### config.mk
export PLATFORM = sky130hd
export DESIGN_NAME = sample_decimator
export DESIGN_NICKNAME = d
export VERILOG_FILES = /design/src/rtl/sample_decimator_pkg.sv /design/src/rtl/sample_decimator_sat_shift.sv /design/src/rtl/sample_decimator.sv
export SDC_FILE = /design/constraint.sdc
export NUM_CORES = 1
export LEC_CHECK = 0
export BUFFER_PORTS_ARGS = -buffer_cell sky130_fd_sc_hd__buf_4
export CORE_MARGIN = 1
export CORE_UTILIZATION = 35
export DETAILED_ROUTE_END_ITERATION = 12
export PLACE_DENSITY = 0.5
export SETUP_SLACK_MARGIN = 0.2
export SLEW_MARGIN = 15
export SYNTH_ARGS = -nofsm -noshare
export SYNTH_HDL_FRONTEND = slang
export SYNTH_HIERARCHICAL = 1
export SYNTH_SLANG_ARGS = --single-unit
### constraint.sdc
create_clock -name clk -period 4.15 [get_ports clk]
set_input_delay 0.83 -clock clk [delete_from_list [all_inputs] [get_ports clk]]
set_output_delay 0.83 -clock clk [all_outputs]
set_load 0.03 [all_outputs]
### src/rtl/sample_decimator_pkg.sv
// Shared constants for the sample decimator: sample width, display limits and gain width.
package sample_decimator_pkg;

    localparam int SAMPLE_W_DEF = 16;
    localparam int GAIN_W       = 2;

    localparam logic [SAMPLE_W_DEF-1:0] SAMPLE_MAX = 16'h7FFF;
    localparam logic [SAMPLE_W_DEF-1:0] SAMPLE_MIN = 16'h8000;

endpackage

### src/rtl/sample_decimator_sat_shift.sv
// Combinational signed left shift by 0..3 followed by a clamp to the OUT_W signed range.
module sat_shift
    import sample_decimator_pkg::*;
#(
    parameter int IN_W  = 18,
    parameter int OUT_W = 16
)
(
    input  logic signed [IN_W-1:0]  din,
    input  logic        [GAIN_W-1:0] shift,
    output logic signed [OUT_W-1:0] dout
);

    // Wide enough that the largest shift cannot lose bits before the clamp decides.
    localparam int WIDE_W = IN_W + (1 << GAIN_W) - 1;
    localparam logic signed [WIDE_W-1:0] POS_LIM = WIDE_W'((64'sd1 <<< (OUT_W - 1)) - 64'sd1);
    localparam logic signed [WIDE_W-1:0] NEG_LIM = WIDE_W'(-(64'sd1 <<< (OUT_W - 1)));

    logic signed [WIDE_W-1:0] wide;

    always_comb begin
        wide = WIDE_W'(din) <<< shift;
        if (wide > POS_LIM) begin
            dout = POS_LIM[OUT_W-1:0];
        end else if (wide < NEG_LIM) begin
            dout = NEG_LIM[OUT_W-1:0];
        end else begin
            dout = wide[OUT_W-1:0];
        end
    end

endmodule

### src/rtl/sample_decimator.sv
// Box-car decimator: averages blocks of 2**DECIM_LOG2 samples, applies a saturating
// power-of-two gain and emits one new_sample pulse per block; freeze holds the trace.
module sample_decimator
    import sample_decimator_pkg::*;
#(
    parameter int DECIM_LOG2 = 2,
    parameter int SAMPLE_W   = SAMPLE_W_DEF
)
(
    input  logic                       clk,
    input  logic                       reset,
    input  logic signed [SAMPLE_W-1:0] sample_in,
    input  logic                       sample_valid,
    input  logic                       freeze,
    input  logic        [GAIN_W-1:0]   gain_shift,
    output logic                       new_sample,
    output logic signed [SAMPLE_W-1:0] sample_out
);

    localparam int ACC_W = SAMPLE_W + DECIM_LOG2;

    logic signed [ACC_W-1:0]    acc;
    logic signed [ACC_W-1:0]    total;
    logic signed [ACC_W-1:0]    avg;
    logic signed [SAMPLE_W-1:0] res;
    logic                       last;

    assign total = acc + ACC_W'(sample_in);
    assign avg   = total >>> DECIM_LOG2;

    // The block counter only exists when blocks are longer than one sample.
    generate
        if (DECIM_LOG2 > 0) begin : g_cnt
            logic [DECIM_LOG2-1:0] cnt;

            always_ff @(posedge clk or posedge reset) begin
                if (reset) begin
                    cnt <= '0;
                end else if (freeze) begin
                    cnt <= '0;
                end else if (sample_valid) begin
                    cnt <= cnt + DECIM_LOG2'(1);
                end
            end

            assign last = &cnt;
        end else begin : g_no_cnt
            assign last = 1'b1;
        end
    endgenerate

    sat_shift #(
        .IN_W  (ACC_W),
        .OUT_W (SAMPLE_W)
    ) u_sat_shift (
        .din   (avg),
        .shift (gain_shift),
        .dout  (res)
    );

    // Freeze discards any partial block; the last sample of a block launches the output.
    always_ff @(posedge clk or posedge reset) begin
        if (reset) begin
            acc        <= '0;
            new_sample <= 1'b0;
            sample_out <= '0;
        end else begin
            new_sample <= 1'b0;
            if (freeze) begin
                acc <= '0;
            end else if (sample_valid) begin
                if (last) begin
                    acc        <= '0;
                    sample_out <= res;
                    new_sample <= 1'b1;
                end else begin
                    acc <= total;
                end
            end
        end
    end

endmodule

Yosys cells after proc, flatten, opt, wreduce, memory -nomap -nowiden

Cells that the tools add are included.

Add/sub/neg operators: 2
Magnitude comparators: 2
Shifts and indexed selects: 1
Mux-type cells: 10
Bitwise gates (word level): 1
Reduce and logical (&&, ||, !) cells: 3

Operators by type and width:

| operator             | number |
|---|---|
| $mux 18              | 3 |
| $mux 16              | 2 |
| $gt 21x16->1 const B | 1 |
| $lt 21x16->1 const B | 1 |
| $sshl 16x2->21       | 1 |
| $add 18x16->18       | 1 |
| $mux 2               | 2 |
| $reduce_and 4->1     | 1 |
| $mux 1               | 3 |
| $add 2x1->2 const B  | 1 |
| $reduce_and 2->1     | 1 |
| $reduce_bool 2->1    | 1 |
| $not 1->1            | 1 |

Flip-flop bits (word level): 37
Input bits: 22
Output and inout bits: 17
Logic and storage cells: 23

Logic depth before layout (Yosys ltp)

Depth in word-level cells: 5
Mapped depth: 15
Gate-level depth less buffers: 14

Modules after synthesis

The synthesis kept the hierarchy.

By module, submodules not included:

| module           | times used | cells each | area an instance (um^2) | sequential area each (um^2) |
|---|---|---|---|---|
| sample_decimator | 1          | 223        | 2122.0                  | 925.9 |
| sat_shift        | 1          | 76         | 648.1                   | 0.0 |

Worst setup path before layout

Ideal clock, no wire load.

Path kind: input to register
Start point: input port sample_in[1]
End point: register sample_out[10]
Setup time: 0.117 ns
Arrival: 3.764 ns
Required time: 4.033 ns
Setup slack: 0.269 ns
Stages: 14
Buffers on the path: 1
Cell sequence: ha_1 > a211oi_1 > o21ai_0 > a22oi_1 > a31oi_1 > xnor2_1 > xnor2_1 > inv_1 > o311a_1 > a22oi_4 > buf_6 > a21oi_1 > nand2_1 > nand2_1

Cells in the longest elaborated chain, start to end: 5
Elaborated cells between the ends (all ways): 6
Those cells by class: add/sub (1); order compare (2); shift (1); mux (2)

Ends and longest elaborated chain:

| element              | line                             | text |
|---|---|---|
| start, declared      | sample_decimator.sv:12           | `input logic signed [SAMPLE_W-1:0] sample_in,` |
| $add 18x16->18 (*)   | sample_decimator.sv:28           | `assign total = acc + ACC_W'(sample_in);` |
| via total[17]        | sample_decimator.sv:23           | `logic signed [ACC_W-1:0] total;` |
| $sshl 16x2->21 (*)   | sample_decimator_sat_shift.sv:22 | `wide = WIDE_W'(din) <<< shift;` |
| $lt 21x16->1         | sample_decimator_sat_shift.sv:25 | `end else if (wide < NEG_LIM) begin` |
| $mux 16              | sample_decimator_sat_shift.sv:25 |  |
| $mux 16 (*)          | sample_decimator_sat_shift.sv:23 | `if (wide > POS_LIM) begin` |
| via res[10]          | sample_decimator.sv:25           | `logic signed [SAMPLE_W-1:0] res;` |
| end signal, assigned | sample_decimator.sv:74           | `sample_out <= res;` |
| end, declared        | sample_decimator.sv:17           | `output logic signed [SAMPLE_W-1:0] sample_out` |

Mark *: on every way through the listed nets, which the timed path passes. The rest lies on a longest branch.
A chain may end at the register's enable or synchronous reset.

Worst setup path after layout

Start point: input port sample_in[0]
End point: register sample_out[2]

Same word-level chain as after synthesis.

==> reports/results.ini <==
[outcome]
outcome = complete, no violations

[cells_and_area]
antenna_cells = 0
seqCellArea_um2 = 926
drive_gt1_frac = 0.232
fin_nets = 382
fill_cells = 786
multiInputGateArea_um2 = 1730
syn2layout_area_growth_pct = 19.2

[cts]
cts.clk_slew.worst_paths_ns = 0.08
cts_setup_buffers = 0
cts_tree = yes
cts_root_buf = clkbuf_8
clk_path_buf_depth = 2
insertion_delay_ns = 0.29
htree_levels = 2
cts.sinks = 37
cts_buffers = 5

[synth]
synth_warnings = 6
syn_area_um2 = 2770
synth-edff-count = 0
dominantRegCellSynth = dfrtp_1
synth_sequential_area_ratio = 0.334
synth_nets = 340
synth_cell_type_count = 49
synthArstFlopShare = 1.00
synth_cells = 299
syn_avg_cell_area_um2 = 9.26
ys_ff_latch = 37

[placed_design]
dp_hpwl_mm = 4.71
place_congestion = 0.803
post-place-ws_ns = 0.117
placement.io_buffers = 38

[sta]
finalHoldViolations = 0
worst_slew_pin_slew_ns = 0.614
setup_violations = 0
fin_ws_ns = 0.423
rsz0062_at_grt = no
max_freq_mhz = 268
fin_tns_setup_ns = 0
drv_slew = 0
finClkSkew_ns = 0.00582
slew-limit-headroom = 0.590
fin_crit_sh = 0.898
fin_crit_ns = 3.73

[pwr]
sequentialPowerShare = 0.288
power_frac_clock = 0.158
vdd_ir_drop_max_v = 0.000163
p_sw_uw = 693
p_per_area_nw_per_um2 = 504
intPower_uw = 972
p_leak_uw = 0.00164
p_sw_frac = 0.416
comb_power_share = 0.554

[global_routing]
grt.total_usage = 0.163
overflow = 0
grt_pass1_wl_mm = 10.9
grt_pass1_vias = 2258
antenna_found_initial = 0
grt_max_degree = 26

[route]
avgRoutedWirePerCell_um = 14.2
totalWireLength_mm = 6.30
first_pass_iters = 4
vias = 2322
drt_iter0_markers = 56
vias_per_cell = 5.24
remaining_drc_errors = 0
ant_nets = 0

[floorplanning]
dieHeight_um = 91.0
ios = 39
placementRows = 32
dieWidth_um = 91.0
core_region_area_um2 = 7690
start_util = 0.360
die-area_um2 = 8270

[job]
maxCapViolCount = 0

[critical_path]
crit_fanout = 15
cp-start-kind = input port
cp-end-kind = flop
worst-setup-path-type = in2reg
timing.rr.start = acc[0]
required_ns = 4.32
crit_arrival_ns = 3.90
startpoint = sample_in[0]

[worst_hold_path]
hold_start = sample_out[11]
min_path_type = reg2reg

[flip-flops by register name, summed over array words and instances, names as in the netlist]
signal      cells
g_cnt.cnt       2
sample_out     16
acc            18
new_sample      1
[kinds of logic (layout without fill, tap and decap cells)]
logic type	Yosys count	count (layout)	synth area share
AO/OA/AOI/OAI	87	87	0.221
XOR/XNOR	18	18	0.0569
adder cells (fa/ha/maj)	19	19	0.0885
buffers and inverters	27	69	0.0470
flip-flops	37	37	0.334
multiplexers	20	20	0.106
AND/OR/NAND/NOR	91	91	0.146
[final timing paths]
| kind | slack (ns) | endpoint | cells past startpoint |
|---|---|---|---|
| max | 0.42 | sample_out[2] | 15 |
| min | 0.48 | sample_out[11] | 2 |
| max reg2reg | 0.69 | sample_out[2] | 14 |
| min reg2reg | 0.48 | sample_out[11] | 2 |
| max in group asynchronous | 2.78 | acc[15] | 3 |
| min in group asynchronous | 0.62 | sample_out[8] | 2 |
[worst max-delay path, cell delays in order]
cell      delay [ns]
buf_4           0.11
ha_1            0.23
fa_1            0.42
a21o_1          0.23
a31oi_2         0.21
or3_1           0.16
nand3_2         0.10
a311oi_2        0.30
xnor2_1         0.17
mux4_2          0.55
a22oi_4         0.23
buf_12          0.16
a21oi_1         0.07
nand2_1         0.06
nand2_1         0.06
[routing by layer]
metal | routed length [um] | GRT usage | vias to the layer above | share of wire
li1 | - | - | 1160 | -
met1 | 3140 | 0.223 | 1129 | 0.50
met2 | 2950 | 0.270 | 29 | 0.47
met3 | 159 | 0.0260 | 4 | 0.025
met4 | 47 | 0.0357 | 0 | 0.0075
met5 | 0 | 0 | - | 0
[power by group through the flow]
stage	Combinational, uW	Sequential [uW]	Clock [uW]
final	923	479	263
after global routing	1020	489	286
after CTS	927	481	276
after detailed placement	922	488	0
after global placement	918	488	0
after floorplan	578	571	0
[metrics by stage]
step	total power (uW)	util	instances	instance area (um2)	hold WS (ns)
floorplan	1150	-	299	2770	0.477
global placement	1410	0.418	436	3210	0.464
detailed placement	1410	0.418	436	3210	0.465
CTS	1680	0.429	443	3300	0.485
global route	1790	0.430	443	3300	0.502
finish	1670	0.430	443	3300	0.479
[repair_timing]
item                                    in CTS  in global routing
endpoints found under the setup margin       0                  3
hold buffers                                 0                  0
resized for setup                            0                  1
[cell usage after synthesis (5+ instances only)]
cell / number / area share
xnor2_1: 13 / 0.041
xor2_1: 5 / 0.016
mux2_2: 5 / 0.020
mux4_2: 7 / 0.057
o21ai_0: 12 / 0.022
nand3_1: 5 / 0.0090
mux2i_1: 8 / 0.029
clkbuf_1: 5 / 0.0068
ha_1: 18 / 0.081
dfrtp_1: 37 / 0.33
a22o_1: 17 / 0.054
nand2_1: 59 / 0.080
nor2_1: 6 / 0.0081
inv_1: 13 / 0.018
a21oi_1: 30 / 0.054
[final cells by class]
type,instances,area share
Inverter,14,0.0159
Multi-Input combinational cell,235,0.522
Timing Repair Buffer,48,0.117
Tap cell,102,0.0386
Sequential cell,37,0.280
Clock buffer,7,0.0261
[layout by cell type, fill, tap and decap left out, types with 2 or more instances in the layout]
cell type  count
or3_1          2
nor2_1         6
mux2_2         5
nand3_1        5
xnor2_1       13
mux2i_1        8
nor3_1         4
o211ai_1       4
clkbuf_8       6
o21ai_2        2
o21ai_0       12
dfrtp_1       37
xor2_1         5
nand2b_1       4
inv_1         13
mux4_2         7
ha_1          18
and3_1         2
a21oi_2        3
o21bai_1       2
buf_12         2
buf_4         46
nand2_1       59
a21oi_1       30
nor2b_1        2
a22o_1        17
a21o_1         4
Note: power is estimated with default switching activity, not from simulation.
